[config.mk]
export PLATFORM = sky130hd
export DESIGN_NAME = osd_ram_reader
export DESIGN_NICKNAME = d
export VERILOG_FILES = /design/src/rtl/osd_ram_reader.sv
export SDC_FILE = /design/constraint.sdc
export NUM_CORES = 1
export LEC_CHECK = 0
export CAP_MARGIN = 20
export CORE_UTILIZATION = 50
export CTS_BUF_LIST = sky130_fd_sc_hd__clkbuf_4 sky130_fd_sc_hd__clkbuf_8
export DETAILED_ROUTE_END_ITERATION = 10
export MAX_ROUTING_LAYER = met4
export PLACE_DENSITY = 0.72
export REMOVE_ABC_BUFFERS = 1
export SLEW_MARGIN = 20
export SYNTH_ARGS = -nofsm -noshare
export SYNTH_HDL_FRONTEND = slang
export SYNTH_SLANG_ARGS = --single-unit
[constraint.sdc]
create_clock -name i_rd_clk -period 3.3 [get_ports i_rd_clk]
set_clock_uncertainty 0.1 [all_clocks]
set_input_delay 0.99 -clock i_rd_clk [delete_from_list [all_inputs] [get_ports i_rd_clk]]
set_output_delay 0.99 -clock i_rd_clk [all_outputs]
set_load 0.01 [all_outputs]
[src/rtl/osd_ram_reader.sv]
// Read-side engine for the OSD buffer RAM. It fetches a run of bytes from a base address
// and streams them out through a show-ahead FIFO, issuing reads only while FIFO credit remains.
module osd_ram_reader #(
  parameter int ADDR_WIDTH = 11,
  parameter int DATA_WIDTH = 8,
  parameter int RD_LATENCY = 2,
  parameter int FIFO_DEPTH = 4
) (
  input  logic                  i_rd_clk,
  input  logic                  i_rd_rst,
  input  logic                  i_start,
  input  logic [ADDR_WIDTH-1:0] i_start_addr,
  input  logic [ADDR_WIDTH:0]   i_start_len,
  output logic                  o_busy,
  output logic                  o_done,
  output logic                  o_ram_rd_en,
  output logic [ADDR_WIDTH-1:0] o_ram_rd_addr,
  input  logic [DATA_WIDTH-1:0] i_ram_rd_data,
  output logic [DATA_WIDTH-1:0] o_m_data,
  output logic                  o_m_valid,
  input  logic                  i_m_ready,
  output logic                  o_m_last
);

  localparam int PTR_W = (FIFO_DEPTH > 1) ? $clog2(FIFO_DEPTH) : 1;
  localparam int CNT_W = $clog2(FIFO_DEPTH + 1);
  localparam int LEN_W = ADDR_WIDTH + 1;
  localparam logic [CNT_W:0] DEPTH_C = FIFO_DEPTH[CNT_W:0];

  typedef enum logic [1:0] {
    S_IDLE,
    S_READ,
    S_DRAIN
  } state_t;

  state_t                r_state;
  logic [ADDR_WIDTH-1:0] r_addr;
  logic [LEN_W-1:0]      r_len;
  logic [LEN_W-1:0]      r_issued;
  logic [LEN_W-1:0]      r_accepted;
  logic                  r_busy;
  logic                  r_done;
  logic [RD_LATENCY-1:0] r_pipe;
  logic [DATA_WIDTH-1:0] r_mem [FIFO_DEPTH];
  logic [PTR_W-1:0]      r_wr_ptr;
  logic [PTR_W-1:0]      r_rd_ptr;
  logic [CNT_W-1:0]      r_count;

  logic [CNT_W:0]        w_credits;
  logic                  w_issue;
  logic                  w_last_issue;
  logic                  w_fifo_wr;
  logic                  w_fifo_rd;

  // Credits cover both reads still in the RAM pipeline and bytes already buffered.
  always_comb begin
    w_credits = {1'b0, r_count};
    for (int i = 0; i < RD_LATENCY; i++) begin
      w_credits = w_credits + {{CNT_W{1'b0}}, r_pipe[i]};
    end
  end

  assign w_issue      = (r_state == S_READ) && (r_issued < r_len) && (w_credits < DEPTH_C);
  assign w_last_issue = w_issue && (r_issued == r_len - LEN_W'(1));
  assign w_fifo_wr    = r_pipe[RD_LATENCY-1];
  assign w_fifo_rd    = o_m_valid && i_m_ready;

  assign o_busy        = r_busy;
  assign o_done        = r_done;
  assign o_ram_rd_en   = w_issue;
  assign o_ram_rd_addr = r_addr;
  assign o_m_valid     = (r_count != '0);
  assign o_m_data      = o_m_valid ? r_mem[r_rd_ptr] : '0;
  assign o_m_last      = o_m_valid && (r_accepted == r_len - LEN_W'(1));

  always_ff @(posedge i_rd_clk) begin
    if (i_rd_rst) begin
      r_state    <= S_IDLE;
      r_addr     <= '0;
      r_len      <= '0;
      r_issued   <= '0;
      r_accepted <= '0;
      r_busy     <= 1'b0;
      r_done     <= 1'b0;
    end else begin
      r_done <= 1'b0;
      if (w_issue) begin
        r_addr   <= r_addr + ADDR_WIDTH'(1);
        r_issued <= r_issued + LEN_W'(1);
      end
      if (w_fifo_rd) begin
        r_accepted <= r_accepted + LEN_W'(1);
      end
      case (r_state)
        S_IDLE: begin
          if (i_start) begin
            if (i_start_len != '0) begin
              r_addr     <= i_start_addr;
              r_len      <= i_start_len;
              r_issued   <= '0;
              r_accepted <= '0;
              r_busy     <= 1'b1;
              r_state    <= S_READ;
            end else begin
              r_done <= 1'b1;
            end
          end
        end
        S_READ: begin
          if (w_last_issue) begin
            r_state <= S_DRAIN;
          end
        end
        S_DRAIN: begin
          if (w_fifo_rd && o_m_last) begin
            r_busy  <= 1'b0;
            r_done  <= 1'b1;
            r_state <= S_IDLE;
          end
        end
        default: r_state <= S_IDLE;
      endcase
    end
  end

  always_ff @(posedge i_rd_clk) begin
    if (i_rd_rst) begin
      r_pipe <= '0;
    end else begin
      r_pipe[0] <= w_issue;
      for (int i = 1; i < RD_LATENCY; i++) begin
        r_pipe[i] <= r_pipe[i-1];
      end
    end
  end

  // Storage carries no reset; emptiness is tracked by the count and pointers alone.
  always_ff @(posedge i_rd_clk) begin
    if (w_fifo_wr) begin
      r_mem[r_wr_ptr] <= i_ram_rd_data;
    end
  end

  always_ff @(posedge i_rd_clk) begin
    if (i_rd_rst) begin
      r_wr_ptr <= '0;
      r_rd_ptr <= '0;
      r_count  <= '0;
    end else begin
      if (w_fifo_wr) begin
        r_wr_ptr <= r_wr_ptr + PTR_W'(1);
      end
      if (w_fifo_rd) begin
        r_rd_ptr <= r_rd_ptr + PTR_W'(1);
      end
      case ({w_fifo_wr, w_fifo_rd})
        2'b10:   r_count <= r_count + CNT_W'(1);
        2'b01:   r_count <= r_count - CNT_W'(1);
        default: r_count <= r_count;
      endcase
    end
  end

  a_fifo_no_overflow: assert property (@(posedge i_rd_clk) disable iff (i_rd_rst)
    !(w_fifo_wr && !w_fifo_rd && (r_count == DEPTH_C[CNT_W-1:0])));

endmodule

Word level (Yosys, flattened, before mapping) --
Memories as Yosys holds them, arrays and structs flattened. A register that Yosys moved wholly into a read port is not among the register bits. Index checks and enable logic that the tools add are counted.
Operators by class: equality and inequality tests 10, reductions and logical operators 14, $add $sub $neg 10, multiplexer cells 31, order comparisons 2
Operators with widths (number):
- two-way mux 12 bit | 8
- two-way mux 11 bit | 4
- adder 12 x 1 -> 12 bit, second input constant | 2
- equality test 12 bit | 2
- less-than comparator 12 bit | 1
- two-way mux 2 bit | 6
- nonzero test 12 bit | 1
- subtractor 12 x 1 -> 12 bit, second input constant | 1
- adder 11 x 1 -> 11 bit, second input constant | 1
- two-way mux 1 bit | 8
- two-way mux 8 bit | 1
- inequality test 2 bit, second input constant | 4
- AND reduction 4 bit | 2
- logical AND 1 bit | 6
- one-hot mux 2 bit (3 select lines) | 1
- one-hot mux 3 bit (2 select lines) | 1
- adder 2 x 1 -> 2 bit, second input constant | 2
- adder 3 x 1 -> 4 bit | 1
- adder 4 x 1 -> 4 bit | 1
- equality test 2 x 1 -> 1 bit, second input constant | 2
- equality test 2 bit, second input constant | 2
- less-than comparator 4 x 3 -> 1 bit, second input constant | 1
- one-hot mux 1 bit (2 select lines) | 2
- nonzero test 2 bit | 2
- 5 further kinds | 5
Storage, ports and cells: input bits 35, output and inout port bits 24, memory bits (writable) 32, logic and storage cells 79, register bits 60, memories kept 1
Memories:
- r_mem | words 4, bits a word 8, rd ports 1, clocked after Yosys merged registers in 1, wr ports 1, RTL line 44 | logic [DATA_WIDTH-1:0] r_mem [FIFO_DEPTH];

Depth between registers and ports, before layout --
Gate-level depths: netlist of run 1.
depth in word-level cells 8, depth in mapped cells 13, gate-level depth less buffers 10

Least setup slack after synthesis of run 1 --
OpenSTA, ideal clock, no wires.
path kind register -> output, start point reg r_len[0], end point out o_m_last, data required time 2.210 ns, stages on the path, launching flop included 9, path slack -0.002 ns, arrival time 2.212 ns, path buffers 0, cell sequence dfxtp_1 > inv_1 > ha_1 > or3b_1 > nor4_4 > xnor2_1 > o311ai_0 > nor4_2 > and2_2
Between the ends: cells in the longest elaborated chain, start to end 3
Ends and longest elaborated chain:
- from (decl) | RTL line 38 | logic [LEN_W-1:0] r_len;
- from (signal assigned) | RTL line 99 | r_len <= i_start_len;
- subtractor 12 x 1 -> 12 bit | RTL line 74 | assign o_m_last = o_m_valid && (r_accepted == r_len - LEN_W'(1));
- equality test 12 bit | RTL line 74
- logical AND 1 bit | RTL line 74
- to (decl) | RTL line 22 | output logic o_m_last
No other way between the ends.

Final worst setup path of run 1 --
start point reg r_len[5], end point out o_m_last
The elaborated chain is that of the path after synthesis.

==> results of run 1 <==
==> cells by family (layout without fill, tap and decap cells) <==
family,Yosys count,count (layout)
compound gates,71,71
xor+xnor,59,59
fa+ha+maj,23,23
mux,13,13
buf+inv,56,172
flops,94,94
simple gates,198,198
==> where the power goes <==
part	switching [mW]	leakage (nW)	total (mW)	internal, mW
registers	0.0389	0.798	1.28	1.24
logic	0.349	1.57	0.727	0.378
clock network	0.454	0.106	0.824	0.370
==> flip-flops by register name, indices dropped and copies added (netlist names), named ones only <==
| signal | cells |
|---|---|
| r_accepted | 12 |
| r_state | 2 |
| o_done | 1 |
| r_issued | 12 |
| r_len | 12 |
| o_busy | 1 |
| r_count | 3 |
| r_rd_ptr | 2 |
| r_pipe | 2 |
| o_ram_rd_addr | 11 |
| r_mem | 32 |
| r_wr_ptr | 2 |
==> worst max-delay path, stage by stage, from the launching register on <==
cell	delay [ps]
dfxtp_2	340
or4_4	580
nor4_4	280
xnor2_1	190
o311ai_2	170
nor4_4	250
and2_4	180
buf_6	90
==> what timing repair did <==
item / 4_1_cts / 5_1_grt
endpoints found under the hold margin: 0 / 0
setup endpoints to repair: 2 / 2
resized for setup: 40 / 21
buffers inserted: 3 / 2
pin swaps: 15 / 10
==> cells in the mapped netlist (2+ instances only) <==
cell,count
xnor2_1,26
dfxtp_1,62
inv_1,25
buf_2,2
nand4_1,12
a311oi_1,3
nand2b_1,2
o21ai_0,4
nor3b_1,2
xor2_1,32
nor4_2,2
or3_1,3
o2111ai_1,2
mux4_2,8
o22ai_1,2
o21a_1,2
a41oi_1,3
or4_4,2
nand3_1,15
o311ai_0,3
and3_1,7
a211oi_1,11
a21o_1,2
and4_1,2
buf_4,3
buf_6,5
nor3_1,8
nor2b_1,6
mux2i_1,5
clkbuf_1,18
nand2_1,45
and2_1,19
a211o_1,3
nor4_1,9
edfxtp_1,32
ha_1,22
nor2_1,58
a21oi_1,24
==> how the worst min path moves through the flow <==
stage / to / slack [ps] / start / cells past startpoint
final: r_pipe[1] / 380 / r_pipe[0] / 1
after global routing: r_pipe[1] / 390 / r_pipe[0] / 1
after CTS: r_pipe[1] / 380 / r_pipe[0] / 1
after detailed placement: r_pipe[1] / 370 / r_pipe[0] / 1
after global placement: r_pipe[1] / 360 / r_pipe[0] / 1
after floorplan: r_pipe[1] / 340 / r_pipe[0] / 1
==> layer usage <==
layer,wire [um],vias to the layer above,share of wire
met5,0,-,0
li1,-,2033,-
met2,5880,154,0.47
met1,5670,2022,0.45
met4,338,0,0.027
met3,692,38,0.055
==> final cells by class <==
cell class,count,area share
Multi-Input combinational cell,364,0.419
Sequential cell,94,0.335
Timing Repair Buffer,130,0.174
Tap cell,133,0.0251
Clock buffer,9,0.0187
Inverter,26,0.0151
Clock inverter,7,0.0134
==> results.py, run 1 <==
metrics = {
    "run_status": {
        "violations": "setup timing",
        "outcome": "finished with violations",
    },
    "drt": {
        "vias_per_cell": 5.57,
        "first_pass_iters": 5,
        "drc": 0,
        "wl_per_cell_um": 16.5,
        "first_iter_violations": 189,
        "vias": 4247,
        "ant_nets": 0,
        "drt_wl_total_mm": 12.6,
    },
    "floorplanning": {
        "die_width_um": 102,
        "coreArea_um2": 9770,
        "die_y_um": 102,
        "initial_utilization": 0.515,
        "fp.dieArea_um2": 10500,
        "ios": 59,
        "rows": 36,
    },
    "place": {
        "dp_hpwl_mm": 9.29,
        "placed_cell_area_um2": 6130,
        "dp_slack_ps": -348,
        "io_buffers": 58,
        "place_inst": 742,
        "place_congestion": 0.909,
    },
    "clock_network": {
        "cts_buffers": 9,
        "clk_latency_ps": 370,
        "cts_tree": "done",
        "hold_buffers": 0,
        "path_clk_slew_ps": 100,
        "htree_levels": 3,
        "root_buffer": "clkbuf_8",
        "cts_buffer_depth": 2,
        "clkSinkCount": 94,
    },
    "setup_path": {
        "worstSetupPathType": "reg2out",
        "crit_path_end_kind": "output pin",
        "start_kind": "flip-flop",
        "crit_required_ps": 2210,
        "regToRegStartpoint": "r_len[5]",
        "critPathArrivalTime_ps": 2460,
        "r2r_end": "r_state[0]",
        "crit_fanout": 3,
        "rr_worst_depth": 14,
        "reg2reg_setup_slack_ps": 460,
        "crit_start": "r_len[5]",
        "cp-endpoint": "o_m_last",
    },
    "synthesis": {
        "ys_ff_latch": 94,
        "syn-cell-area_um2": 5030,
        "synth.top_cell.area_share": 0.247,
        "synth_xor_area_frac": 0.106,
        "synth_compound_area_frac": 0.100,
        "synthMuxAreaShare": 0.0457,
        "synth-simple-area-share": 0.200,
        "ys_top_cells_by_area": "dfxtp_1 (25%), edfxtp_1 (19%), xor2_1 (5.6%)",
        "synth.yosys.seq_area_share": 0.438,
        "synth_cell_type_count": 61,
        "syn_avg_cell_area_um2": 9.79,
        "yosysTopAreaCell": "dfxtp_1",
        "synth_top_family_by_area": "simple AND/OR/NAND/NOR gates",
        "synthArstFlopShare": 0,
        "netlist_instances": 514,
        "synth_adder_area_share": 0.0587,
        "dominantRegCellSynth": "dfxtp_1",
        "synth_edf_count": 32,
        "yosysWarningCount": 0,
    },
    "global_route": {
        "first_global_vias": 4084,
        "use_met1": 0.341,
        "grt_start_max_net_pins": 29,
        "use_met2": 0.414,
        "grt_overflow": 0,
        "met3_usage": 0.0404,
        "grt_busiest_layer": "met2",
        "grt_pass1_wl_mm": 20.3,
        "grt_use_total": 0.263,
        "antenna_found_initial": 0,
    },
    "cells_and_area": {
        "seqCellArea_um2": 2220,
        "layout_commonest_cell": "buf_4",
        "drive_gt1_frac": 0.229,
        "final_cell_mix": "buf_4 (67), nor2_1 (58), clkdlybuf4s50_1 (56), dfxtp_1 (52), nand2_1 (44)",
        "area_growth_pct": 31.6,
        "multi_input_area_um2": 2770,
        "final_cells": 763,
        "final_nets": 683,
        "final_area_um2": 6620,
        "utilization": 0.677,
        "diodes": 0,
        "nFillCells": 775,
    },
    "power_and_ir_drop": {
        "ir_worst_vdd_mv": 0.268,
        "total_power_mw": 2.83,
        "powerDensity_nw_per_um2": 427,
        "p_leak_nw": 2.48,
    },
    "sta": {
        "rsz0062_at_grt": "yes",
        "post-route-period-util": 1.08,
        "timing.final.max_slew_violations": 0,
        "finalHoldViolCount": 0,
        "worst_pin_slew_ps": 463,
        "finalSetupTns_ps": -261,
        "hold_ws_ps": 377,
        "max_freq_ghz": 0.281,
        "setup_viol": 2,
        "worst_slack_ps": -255,
        "slew_headroom": 0.688,
        "min_period_ps": 3550,
    },
    "job": {
        "cap_violations": 0,
    },
    "hold_path": {
        "hp-class": "reg2reg",
    },
}
(Power assumes the default switching activity.)
==> run 2, diff against run 1 <==
CORE_MARGIN = 2   (was default)
==> run 2 against run 1 <==
  * The flow still finishes with violations (setup timing)
  * Non-clock buffer count increased by 8
  * Clock-buffer cell count up 1
  * Power down 3.5%
  * Maximum frequency is 1.6% lower
  * Cell count increased by 1.0%
  * Critical endpoint unchanged
  * First-iteration DRC count up 6.3%
==> results.py, run 2 (same netlist as run 1, synthesis figures left out) <==
metrics = {
    "setup_path": {
        "worstSetupPathType": "reg2out",
        "critPathMaxStageDelay_ps": 570,
        "crit_required_ps": 2210,
        "crit_fanout": 4,
        "start_kind": "flip-flop",
        "worstPathBufferInverterCount": 2,
        "rr_worst_depth": 11,
        "r2r_end": "r_state[0]",
        "reg2reg_setup_slack_ps": 240,
        "crit_chain": "or4_4, buf_4, o31ai_4, o22ai_1, a311oi_2, nor4_4, and2_4, buf_6",
        "regToRegStartpoint": "r_len[2]",
        "cp_top_family": "simple AND/OR/NAND/NOR gates",
        "critPathSlowestCell": "or4_4",
        "critPathArrivalTime_ps": 2520,
        "crit_path_end_kind": "output pin",
    },
    "place": {
        "dp_hpwl_mm": 9.48,
        "placed_cell_area_um2": 6190,
        "place_congestion": 0.928,
        "io_buffers": 58,
    },
    "floorplanning": {
        "rows": 36,
        "die_y_um": 104,
        "coreArea_um2": 9770,
        "die_width_um": 104,
        "initial_utilization": 0.515,
        "fp.dieArea_um2": 10900,
        "ios": 59,
    },
    "cells_and_area": {
        "top_register": "r_mem",
        "drive_gt1_frac": 0.226,
        "nFillCells": 793,
        "layout_commonest_cell": "buf_4",
        "final_cell_mix": "buf_4 (76), nor2_1 (58), clkdlybuf4s50_1 (56), dfxtp_1 (53), nand2_1 (44)",
        "diodes": 0,
        "final_nets": 691,
        "final_area_um2": 6580,
        "area_growth_pct": 30.8,
        "largest_reg_flops": 32,
    },
    "run_status": {
        "outcome": "finished with violations",
        "violations": "setup timing",
    },
    "drt": {
        "ant_nets": 0,
        "vias": 4186,
        "first_iter_violations": 201,
        "wl_per_cell_um": 16.6,
        "drt_wl_total_mm": 12.8,
        "vias_per_cell": 5.43,
        "drc": 0,
        "first_pass_iters": 4,
    },
    "hold_path": {
        "min_to": "r_pipe[1]",
        "hp-class": "reg2reg",
        "worstHoldStart": "r_pipe[0]",
        "holdPathStages": 1,
    },
    "sta": {
        "hold_ws_ps": 396,
        "max_freq_ghz": 0.277,
        "worst_slack_ps": -313,
        "timing.final.max_slew_violations": 0,
        "rsz0062_at_grt": "yes",
        "setup_viol": 1,
        "slew_headroom": 0.624,
        "post-route-period-util": 1.09,
        "worst_pin_slew_ps": 557,
        "min_period_ps": 3610,
        "finalHoldViolCount": 0,
    },
    "power_and_ir_drop": {
        "ir_worst_vdd_mv": 0.237,
        "powerDensity_nw_per_um2": 415,
        "p_leak_nw": 2.51,
    },
    "clock_network": {
        "htree_levels": 3,
        "path_clk_slew_ps": 100,
        "cts_tree": "done",
        "cts_buffer_depth": 2,
        "clk_latency_ps": 370,
        "cts_buffers": 9,
        "root_buffer": "clkbuf_8",
        "hold_buffers": 0,
        "clkSinkCount": 94,
    },
    "global_route": {
        "grt_use_total": 0.248,
        "grt_overflow": 0,
        "antenna_found_initial": 0,
        "grt_pass1_wl_mm": 20.8,
        "first_global_vias": 4149,
        "grt_start_max_net_pins": 38,
    },
    "job": {
        "cap_violations": 0,
    },
}
==> run 2: cell count changes in the layout (fill, tap and decap cells not counted), sizes merged <==
| cell | delta |
|---|---|
| buf | +8 |
| bufinv | -1 |
| clkbuf | +1 |
| clkinv | +1 |
| clkinvlp | -1 |
==> run 2: how the worst max path moves through the flow <==
stage	cells past startpoint	start	slack, ps	to
3_5_place_dp	9	r_len[1]	-400	o_m_last
5_1_grt	8	r_len[4]	-370	o_m_last
4_1_cts	8	r_len[0]	-300	o_m_last
6_report	8	r_len[4]	-310	o_m_last
2_1_floorplan	8	r_len[0]	-5	o_m_last
3_3_place_gp	9	r_len[1]	-320	o_m_last
==> run 2: layout make-up <==
| type | count | area (um2) | share of cell area |
|---|---|---|---|
| multi-input combinational | 364 | 2710 | 0.412 |
| sequential | 94 | 2220 | 0.337 |
| timing repair buffer | 138 | 1210 | 0.183 |
| tap | 133 | 166 | 0.0253 |
| clock buffer | 10 | 138 | 0.0209 |
| inverter | 26 | 97.6 | 0.0148 |
| clock inverter | 6 | 45.0 | 0.00684 |
==> run 2: where the power goes <==
part	total (mW)	internal, mW	switching [mW]
Clock	0.732	0.301	0.431
Sequential	1.27	1.24	0.0363
Combinational	0.724	0.381	0.343
==> run 2: through the flow <==
stage          power, mW  setup slack, ps  TNS, ps  instances   util
6_report            2.73             -313     -313        771  0.673
5_1_grt             2.86             -372     -477        771  0.673
3_5_place_dp        1.97             -397     -528        750  0.633
4_1_cts             2.72             -296     -296        770  0.667
2_1_floorplan       1.63            -4.54    -4.54        484      -
3_3_place_gp        1.95             -320     -444        750  0.633
==> run 2: timing repair <==
item	4_1_cts	5_1_grt
buffers inserted	4	1
pin swaps	11	7
resized for setup	40	11
endpoints found under the setup margin	2	2
==> run 2: per-layer routing <==
layer / vias up / part of all wire / GRT usage
met5: - / 0 / -
li1: 2051 / - / -
met2: 109 / 0.46 / 0.392
met4: 0 / 0.016 / 0.0830
met1: 2012 / 0.48 / 0.334
met3: 14 / 0.045 / 0.0269
==> run 3, diff against run 2 <==
CORE_MARGIN = 1   (was 2)
CTS_CLUSTER_DIAMETER = 30   (was default)
==> results of run 3 <==
Same layout as run 1: the final DEF is identical, and so are final timing and power.
